**src/rtl/scc_8lc_encode_arbiter.sv**
```systemverilog
// scc_8lc_encode_arbiter: two-port arbiter in front of a shared SCC_8LC encoder
// (64b message -> 72b codeword). Port 0 (demand write) has fixed priority;
// port 1 (scrub write-back) is forced through after STARVE_LIMIT blocked cycles.
// The encoded result is buffered in a 2-entry output queue whose head drives cw_*.
// Check bits: CRC-8, polynomial x^8+x^4+x^3+x^2+1 (0x1D), MSB-first, zero init.
// Optional build macro: SCC_ENC_ARB_STATS_EN adds 32-bit grant/force counters.
module scc_8lc_encode_arbiter #(
  parameter int unsigned TAG_W        = 8,
  parameter int unsigned STARVE_LIMIT = 4
) (
  input  logic             clk,
  input  logic             rst,
  input  logic             req0_valid,
  output logic             req0_ready,
  input  logic [63:0]      req0_msg,
  input  logic [TAG_W-1:0] req0_tag,
  input  logic             req1_valid,
  output logic             req1_ready,
  input  logic [63:0]      req1_msg,
  input  logic [TAG_W-1:0] req1_tag,
  output logic             cw_valid,
  input  logic             cw_ready,
  output logic [71:0]      cw_data,
  output logic [TAG_W-1:0] cw_tag,
  output logic             cw_src
`ifdef SCC_ENC_ARB_STATS_EN
  ,
  output logic [31:0]      stat_grant0,
  output logic [31:0]      stat_grant1,
  output logic [31:0]      stat_force
`endif
);

  localparam int unsigned MSG_W = 64;
  localparam int unsigned CHK_W = 8;
  localparam int unsigned CW_W  = MSG_W + CHK_W;
  localparam int unsigned CNT_W = (STARVE_LIMIT < 1) ? 1 : $clog2(STARVE_LIMIT + 1);
  localparam logic [CHK_W-1:0] CHK_POLY = 8'h1D;

  typedef enum logic [1:0] {
    Q_EMPTY = 2'd0,
    Q_ONE   = 2'd1,
    Q_FULL  = 2'd2
  } q_state_t;

  q_state_t           state, state_next;
  logic               load_head, load_tail, head_from_tail;
  logic [CNT_W-1:0]   starve_cnt;
  logic               space, force1, grant0, grant1, push, pop;
  logic [MSG_W-1:0]   sel_msg;
  logic [TAG_W-1:0]   sel_tag;
  logic               sel_src;
  logic [CW_W-1:0]    enc_data;
  logic [CW_W-1:0]    tail_data;
  logic [TAG_W-1:0]   tail_tag;
  logic               tail_src;

  // SCC_8LC check bits: remainder of msg(x)*x^8 divided by the check polynomial
  function automatic logic [CHK_W-1:0] scc_check(input logic [MSG_W-1:0] msg);
    logic [CHK_W-1:0] crc;
    logic             fb;
    crc = '0;
    for (int i = MSG_W - 1; i >= 0; i--) begin
      fb  = crc[CHK_W-1] ^ msg[i];
      crc = {crc[CHK_W-2:0], 1'b0} ^ ({CHK_W{fb}} & CHK_POLY);
    end
    return crc;
  endfunction

  // Readiness depends on queue state, starvation and port-0 valid only; no path from cw_ready
  always_comb begin
    space      = (state != Q_FULL);
    force1     = (starve_cnt == CNT_W'(STARVE_LIMIT));
    req0_ready = ~rst & space & ~force1;
    req1_ready = ~rst & space & (force1 | ~req0_valid);
    grant0     = req0_valid & req0_ready;
    grant1     = req1_valid & req1_ready;
    push       = grant0 | grant1;
    pop        = cw_valid & cw_ready;
  end

  // Winner mux feeding the shared encoder; result is written straight into the queue
  always_comb begin
    sel_msg  = grant1 ? req1_msg : req0_msg;
    sel_tag  = grant1 ? req1_tag : req0_tag;
    sel_src  = grant1;
    enc_data = {sel_msg, scc_check(sel_msg)};
  end

  // Queue state register
  always_ff @(posedge clk or posedge rst) begin
    if (rst) begin
      state <= Q_EMPTY;
    end else begin
      state <= state_next;
    end
  end

  // Queue next-state and entry-move controls
  always_comb begin
    state_next     = state;
    load_head      = 1'b0;
    load_tail      = 1'b0;
    head_from_tail = 1'b0;
    case (state)
      Q_EMPTY: begin
        if (push) begin
          state_next = Q_ONE;
          load_head  = 1'b1;
        end
      end
      Q_ONE: begin
        if (push && pop) begin
          load_head = 1'b1;
        end else if (push) begin
          state_next = Q_FULL;
          load_tail  = 1'b1;
        end else if (pop) begin
          state_next = Q_EMPTY;
        end
      end
      Q_FULL: begin
        if (pop) begin
          state_next     = Q_ONE;
          head_from_tail = 1'b1;
        end
      end
      default: begin
        state_next = Q_EMPTY;
      end
    endcase
  end

  // Head entry (drives cw_*) and tail entry registers
  always_ff @(posedge clk or posedge rst) begin
    if (rst) begin
      cw_valid  <= 1'b0;
      cw_data   <= '0;
      cw_tag    <= '0;
      cw_src    <= 1'b0;
      tail_data <= '0;
      tail_tag  <= '0;
      tail_src  <= 1'b0;
    end else begin
      cw_valid <= (state_next != Q_EMPTY);
      if (load_head) begin
        cw_data <= enc_data;
        cw_tag  <= sel_tag;
        cw_src  <= sel_src;
      end else if (head_from_tail) begin
        cw_data <= tail_data;
        cw_tag  <= tail_tag;
        cw_src  <= tail_src;
      end
      if (load_tail) begin
        tail_data <= enc_data;
        tail_tag  <= sel_tag;
        tail_src  <= sel_src;
      end
    end
  end

  // Starvation counter: counts cycles port 1 loses to port 0 while there is space
  always_ff @(posedge clk or posedge rst) begin
    if (rst) begin
      starve_cnt <= '0;
    end else if (!req1_valid || grant1) begin
      starve_cnt <= '0;
    end else if (space && !force1) begin
      starve_cnt <= starve_cnt + CNT_W'(1);
    end
  end

`ifdef SCC_ENC_ARB_STATS_EN
  // Grant statistics, free-running and wrapping
  always_ff @(posedge clk or posedge rst) begin
    if (rst) begin
      stat_grant0 <= '0;
      stat_grant1 <= '0;
      stat_force  <= '0;
    end else begin
      if (grant0) stat_grant0 <= stat_grant0 + 32'd1;
      if (grant1) stat_grant1 <= stat_grant1 + 32'd1;
      if (grant1 && force1) stat_force <= stat_force + 32'd1;
    end
  end
`endif

endmodule

```
**config.mk**
```make
export PLATFORM = sky130hd
export DESIGN_NAME = scc_8lc_encode_arbiter
export DESIGN_NICKNAME = d
export VERILOG_FILES = /design/src/rtl/scc_8lc_encode_arbiter.sv
export SDC_FILE = /design/constraint.sdc
export NUM_CORES = 1
export LEC_CHECK = 0
export ABC_AREA = 1
export CELL_PAD_IN_SITES_DETAIL_PLACEMENT = 0
export CELL_PAD_IN_SITES_GLOBAL_PLACEMENT = 2
export CORE_UTILIZATION = 29
export DETAILED_ROUTE_END_ITERATION = 8
export PLACE_DENSITY_LB_ADDON = 0.1
export SLEW_MARGIN = 20
export SYNTH_ARGS = -nofsm -noshare
export SYNTH_HDL_FRONTEND = slang
export SYNTH_SLANG_ARGS = --single-unit
export TNS_END_PERCENT = 100
```
**constraint.sdc**
```tcl
create_clock -name clk -period 7 [get_ports clk]
set_input_delay 1.4 -clock clk [delete_from_list [all_inputs] [get_ports clk]]
set_output_delay 1.4 -clock clk [all_outputs]
set_load 0.02 [all_outputs]
```
==> results of run 1 <==
==> layout make-up <==
class	instances	area, um2
fill	4446	22800
clock buffer	18	439
tap	585	732
timing repair buffer	439	4100
inverter	218	852
multi-input combinational	1517	10200
sequential	168	4200
clock inverter	13	110
==> what timing repair did <==
item                       4_1_cts  5_1_grt
hold endpoints to repair         0        0
gates cloned                     3        1
pin swaps                       78       70
setup endpoints to repair       16       16
gates resized for setup        291      319
buffers inserted                21       22
hold buffers                     0        0
==> cell families after synthesis <==
| group | share of synthesized area (%) |
|---|---|
| simple gates | 44.3 |
| buf+inv | 8.58 |
| compound gates | 10.9 |
| flops | 32.7 |
| mux | 1.64 |
| xor+xnor | 1.62 |
| fa+ha+maj | 0.195 |
==> state kept, by name (all words and copies together) (netlist names) <==
signal,flops
tail_tag,8
cw_data,72
cw_tag,8
tail_data,72
cw_valid,1
tail_src,1
cw_src,1
starve_cnt,3
state,2
==> metal layers <==
layer / share of wire (%) / wire [um] / global-route usage [%] / vias to the layer above
met5: 0 / 0 / 0 / -
met4: 1.2 / 561 / 4.29 / 0
met3: 3.7 / 1740 / 4.00 / 33
met2: 46 / 21800 / 33.4 / 196
met1: 49 / 23000 / 29.3 / 6671
li1: - / - / - / 7110
==> worst max path at each step <==
stage | cells past startpoint | slack [ns] | to
global placement | 70 | -1.69 | cw_data[3]$_DFFE_PP0P_
CTS | 70 | -0.50 | cw_data[3]$_DFFE_PP0P_
detailed placement | 70 | -1.67 | cw_data[3]$_DFFE_PP0P_
finish | 68 | -0.75 | cw_data[3]$_DFFE_PP0P_
global route | 72 | -1.22 | tail_data[3]$_DFFE_PP0P_
floorplan | 68 | -2.39 | cw_data[6]$_DFFE_PP0P_
==> worst reg2reg max path: cells and delay by family, from the launching register on <==
family,cells,cell delay [ns]
and+or+nand+nor,52,4.95
buffers and inverters,14,1.54
DFF,1,0.38
AOI/OAI and AO/OA,1,0.24
adders and majority gates,1,0.15
==> metrics by stage <==
stage	cell area [um2]	std cells	util, %	setup TNS (ns)	worst slack [ns]
2_1_floorplan	13100	1970	-	-37.30	-2.39
3_3_place_gp	17100	2880	39.4	-25.45	-1.69
3_5_place_dp	17100	2880	39.4	-25.36	-1.67
4_1_cts	19000	2935	43.9	-7.27	-0.498
5_1_grt	20600	2958	47.5	-18.37	-1.22
6_report	20600	2958	47.5	-10.82	-0.749
==> placed cells by master, fill, tap and decap left out, drive strengths merged <==
| master | instances |
|---|---|
| a21oi | 32 |
| a22oi | 18 |
| buf | 209 |
| clkbuf | 19 |
| clkdlybuf4s50 | 228 |
| clkinv | 3 |
| clkinvlp | 3 |
| dfrtp | 168 |
| dlymetal6s2s | 1 |
| ha | 2 |
| inv | 225 |
| mux2i | 21 |
| nand2 | 801 |
| nand3 | 276 |
| nand3b | 13 |
| nand4 | 17 |
| nor2 | 66 |
| o211ai | 5 |
| o21a | 11 |
| o21ai | 193 |
| o22ai | 1 |
| or2 | 43 |
| xnor2 | 1 |
| xnor3 | 2 |
| xor2 | 15 |
==> out/results.tsv, run 1 <==
metric	value	unit
share of cells above drive strength 1	38.7	%
Die ar.	45200	um2
Yosys top cell by area	dfrtp_1	
status	finished, violations left	
initial core utilization	29.6	%
Synth top area share	32.7	%
fin worst setup slack	-0.749	ns
Slew HR	41.0	%
R2R depth	68	
max-cap viol count	0	
Setup crit end kind	register	
Synth Warn #	0	
min cycle time layout	7.75	ns
Layout Skew	0.0174	ns
FF-to-FF setup slack	-0.35	ns
Syn Inst Count	1970	
global-route wire length before repair	73100	um
largest net degree at the start of global routing	72	
Die Height	213	um
dominant cell by count in the synthesized netlist	nand2_1	
DRT Wirelength	47100	um
Num Clock Sinks	168	
most frequent cell on the critical path	nand2_4	
Hold Fails Final Rpt	0	
synth unique cells	39	
Final setup viols	16	
grt ovf	0	
Root Driver	clkbuf_16	
slowest stage delay, CP	0.23	ns
GPL Wtd Cong	0.824	
Clock Latency Late Sink	0.47	ns
DRC	0	
average cell area after synthesis	6.52	um2
Hold WC Path Type	reg -> reg	
sequential share of the synthesized area	32.7	%
largest fanout on the critical path	7	
worst hold margin	0.482	ns
Setup Crit Path Kind	in -> reg	
Layout area overhead	60.3	%
# diodes	0	
clock-pin transition on the worst setup and hold timing paths	0.07	ns
critical path launch point type	input port	
CTS Buffer Depth	2	
Post-synth EDFFs	0	
worst r2r dst	cw_data[3]$_DFFE_PP0P_	
DRT iter0 DRCs	554	
Routed Antenna Nets	0	
Crit Reg-Reg Startpoint	starve_cnt[0]$_DFFE_PP0P_	
Die Wd	213	um
RSZ-0062 raised after global routing	true	
vias in the first global route	13400	
Mapped Nets	2121	
Post-DP HPWL	34900	um
delay-heaviest family, CP	simple AND/OR/NAND/NOR gates	
IO Count	233	
DR vias	14000	
Synth top cells by count	679 x nand2_1, 245 x nand3_1, 187 x o21ai_0	
initial antenna violation count	0	
fin crit share	111	%
cell area after synthesis	12900	um2
Via-to-Cell Ratio	4.74	
# port buffers	232	
ys flop type	dfrtp_1	
CTS tree	yes	
top cells by area, synth	dfrtp_1 33%, nand2_1 20%, nand3_1 9.5%	
data arrival time of the critical path	8.11	ns
Core ar.	43400	um2
drt pass-1 iters	5	
hold_sp	tail_data[52]$_DFFE_PP0P_	
Slowest-stage cell, CP	a21oi_4	
Layout Nets	2512	
hold path endpoint	tail_data[52]$_DFFE_PP0P_	
Row Count	76	
violated checks	negative setup slack	
Max Fclk	129	MHz
per-cell routed wire length	15.9	um
CP Launch Point	rst	
CP Data Required Time	7.36	ns
worst-margin pin slew	0.884	ns
TritonCTS Buffers	17	
Tot GR Track Use	20.9	%
Clock H-tree levels	4	
max-slew violation count	0	
FF+latch count, synth	168	
Hold Path Stages	2	
Buf/Inv on CP	13	
asr flop ratio synth	100	%
Power of run 1 is not shown: default switching activity piles up to over one toggle a cycle in this logic, so the estimate is an artifact.
==> inputs of run 2 (changes only) <==
--- a/config.mk
+++ b/config.mk
@@ -6,10 +6,11 @@
 export NUM_CORES = 1
 export LEC_CHECK = 0
 export ABC_AREA = 1
-export CELL_PAD_IN_SITES_DETAIL_PLACEMENT = 0
+export CELL_PAD_IN_SITES_DETAIL_PLACEMENT = 1
 export CELL_PAD_IN_SITES_GLOBAL_PLACEMENT = 2
 export CORE_UTILIZATION = 29
 export DETAILED_ROUTE_END_ITERATION = 8
+export GPL_TIMING_DRIVEN = 0
 export PLACE_DENSITY_LB_ADDON = 0.1
 export SLEW_MARGIN = 20
 export SYNTH_ARGS = -nofsm -noshare
==> out/results.tsv, run 2 (same netlist as run 1, synthesis figures left out) <==
metric	value	unit
GPL Wtd Cong	0.831	
share of cells above drive strength 1	38.9	%
worst hold margin	0.479	ns
largest net degree at the start of global routing	32	
data arrival time of the critical path	8.17	ns
Setup Crit Path Kind	in -> reg	
DRT iter0 DRCs	552	
Max Fclk	129	MHz
per-cell routed wire length	19.4	um
violated checks	negative setup slack	
Num Clock Sinks	168	
Via-to-Cell Ratio	4.96	
IO Count	233	
clock-pin transition on the worst setup and hold timing paths	0.07	ns
Die Height	213	um
Layout area overhead	67.1	%
setup TNS	-11.32	ns
Root Driver	clkbuf_16	
max-cap viol count	0	
grt ovf	0	
Setup crit end kind	register	
worst-margin pin slew	1.02	ns
commonest cells after routing, fill and taps aside	370 x nand2_1, 218 x clkdlybuf4s50_1, 211 x nand2_2	
Place WS	-2.71	ns
Die ar.	45200	um2
RSZ-0062 raised after global routing	true	
DR vias	14600	
Clock Latency Late Sink	0.46	ns
Slowest-stage cell, CP	o21ai_4	
max-slew violation count	0	
# port buffers	231	
Hold WC Path Type	reg -> reg	
Tot GR Track Use	25.1	%
DRT Wirelength	57200	um
CTS Buffer Depth	2	
most frequent cell on the critical path	nand2_4	
placed cell areas	16200	um2
CTS tree	yes	
initial antenna violation count	0	
fin crit share	111	%
status	finished, violations left	
most common cell after layout, fill and taps aside	nand2_1	
Regs by FF count	cw_data (72), tail_data (72)	
Routed Antenna Nets	0	
Slew HR	31.9	%
Clock H-tree levels	4	
Post-DP HPWL	42100	um
initial core utilization	29.6	%
Hold Fails Final Rpt	0	
critical path launch point type	input port	
final design area excluding fillers	21500	um2
# diodes	0	
largest fanout on the critical path	10	
Final setup viols	16	
min cycle time layout	7.77	ns
delay-heaviest family, CP	simple AND/OR/NAND/NOR gates	
global-route wire length before repair	86000	um
CP Data Required Time	7.40	ns
DRC	0	
vias in the first global route	15200	
Row Count	76	
Buf/Inv on CP	14	
Layout Nets	2505	
Die Wd	213	um
drt pass-1 iters	5	
Core ar.	43400	um2
fin worst setup slack	-0.773	ns
TritonCTS Buffers	17	
slowest stage delay, CP	0.24	ns
Layout Skew	0.00868	ns
run 2: cell types whose count changed in the layout (fill, tap and decap cells not counted), sizes merged:
cell	before	now
clkinvlp	3	2
inv	225	223
clkbuf	19	72
clkdlybuf4s50	228	218
dlygate4sd2	0	3
buf	209	148
clkinv	3	7
dlymetal6s2s	1	8
run 2: final cells by class:
type	count	area [um2]
Buffer	67	307
Sequential cell	168	4200
Multi-Input combinational cell	1517	11200
Tap cell	585	732
Clock buffer	17	425
Timing Repair Buffer	365	3590
Clock inverter	14	114
Inverter	218	880
Fill cell	5186	21900
run 2: final timing paths:
kind                                                start                         to  slack (ns)  cells after the start
max in group asynchronous                             rst    cw_data[32]$_DFFE_PP0P_        4.90                      7
worst max-delay path                           req0_valid     cw_data[3]$_DFFE_PP0P_       -0.77                     65
min in group asynchronous                             rst  starve_cnt[1]$_DFFE_PP0P_        1.02                      3
worst max register to register  starve_cnt[0]$_DFFE_PP0P_     cw_data[3]$_DFFE_PP0P_       -0.45                     67
worst min register to register   tail_data[3]$_DFFE_PP0P_   tail_data[3]$_DFFE_PP0P_        0.48                      2
worst min-delay path             tail_data[3]$_DFFE_PP0P_   tail_data[3]$_DFFE_PP0P_        0.48                      2
run 2: timing repair:
action / in CTS / in global routing
pin swaps: 189 / 182
cloned: 3 / 0
buffers inserted: 81 / 45
hold buffers: 0 / 0
setup endpoints to repair: 16 / 16
gates resized for setup: 535 / 324
run 2: routing by layer:
metal	vias up	wire, um	share of wire (%)	global-route usage [%]
met5	-	0	0	0
met4	0	1200	2.1	6.35
met3	64	1710	3.0	2.81
met2	274	29300	51	44.6
met1	7193	25000	44	32.1
li1	7105	-	-	-
run 2: metrics by stage:
stage               util [%]  cells
floorplan                  -   1970
finish                  49.5   2951
global route            49.5   2951
detailed placement      37.4   2792
CTS                     45.2   2907
global placement        37.1   2786
run 2: worst reg2reg max path: cells and delay by family, from the launching register on:
kind / cells / cell delay [ns]
AND/OR/NAND/NOR: 50 / 4.63
buffers and inverters: 14 / 1.73
flip-flops: 1 / 0.41
AO/OA/AOI/OAI: 1 / 0.24
XOR/XNOR: 1 / 0.23
adder cells (fa/ha/maj): 1 / 0.15
Power of run 2 is left out for the same reason.
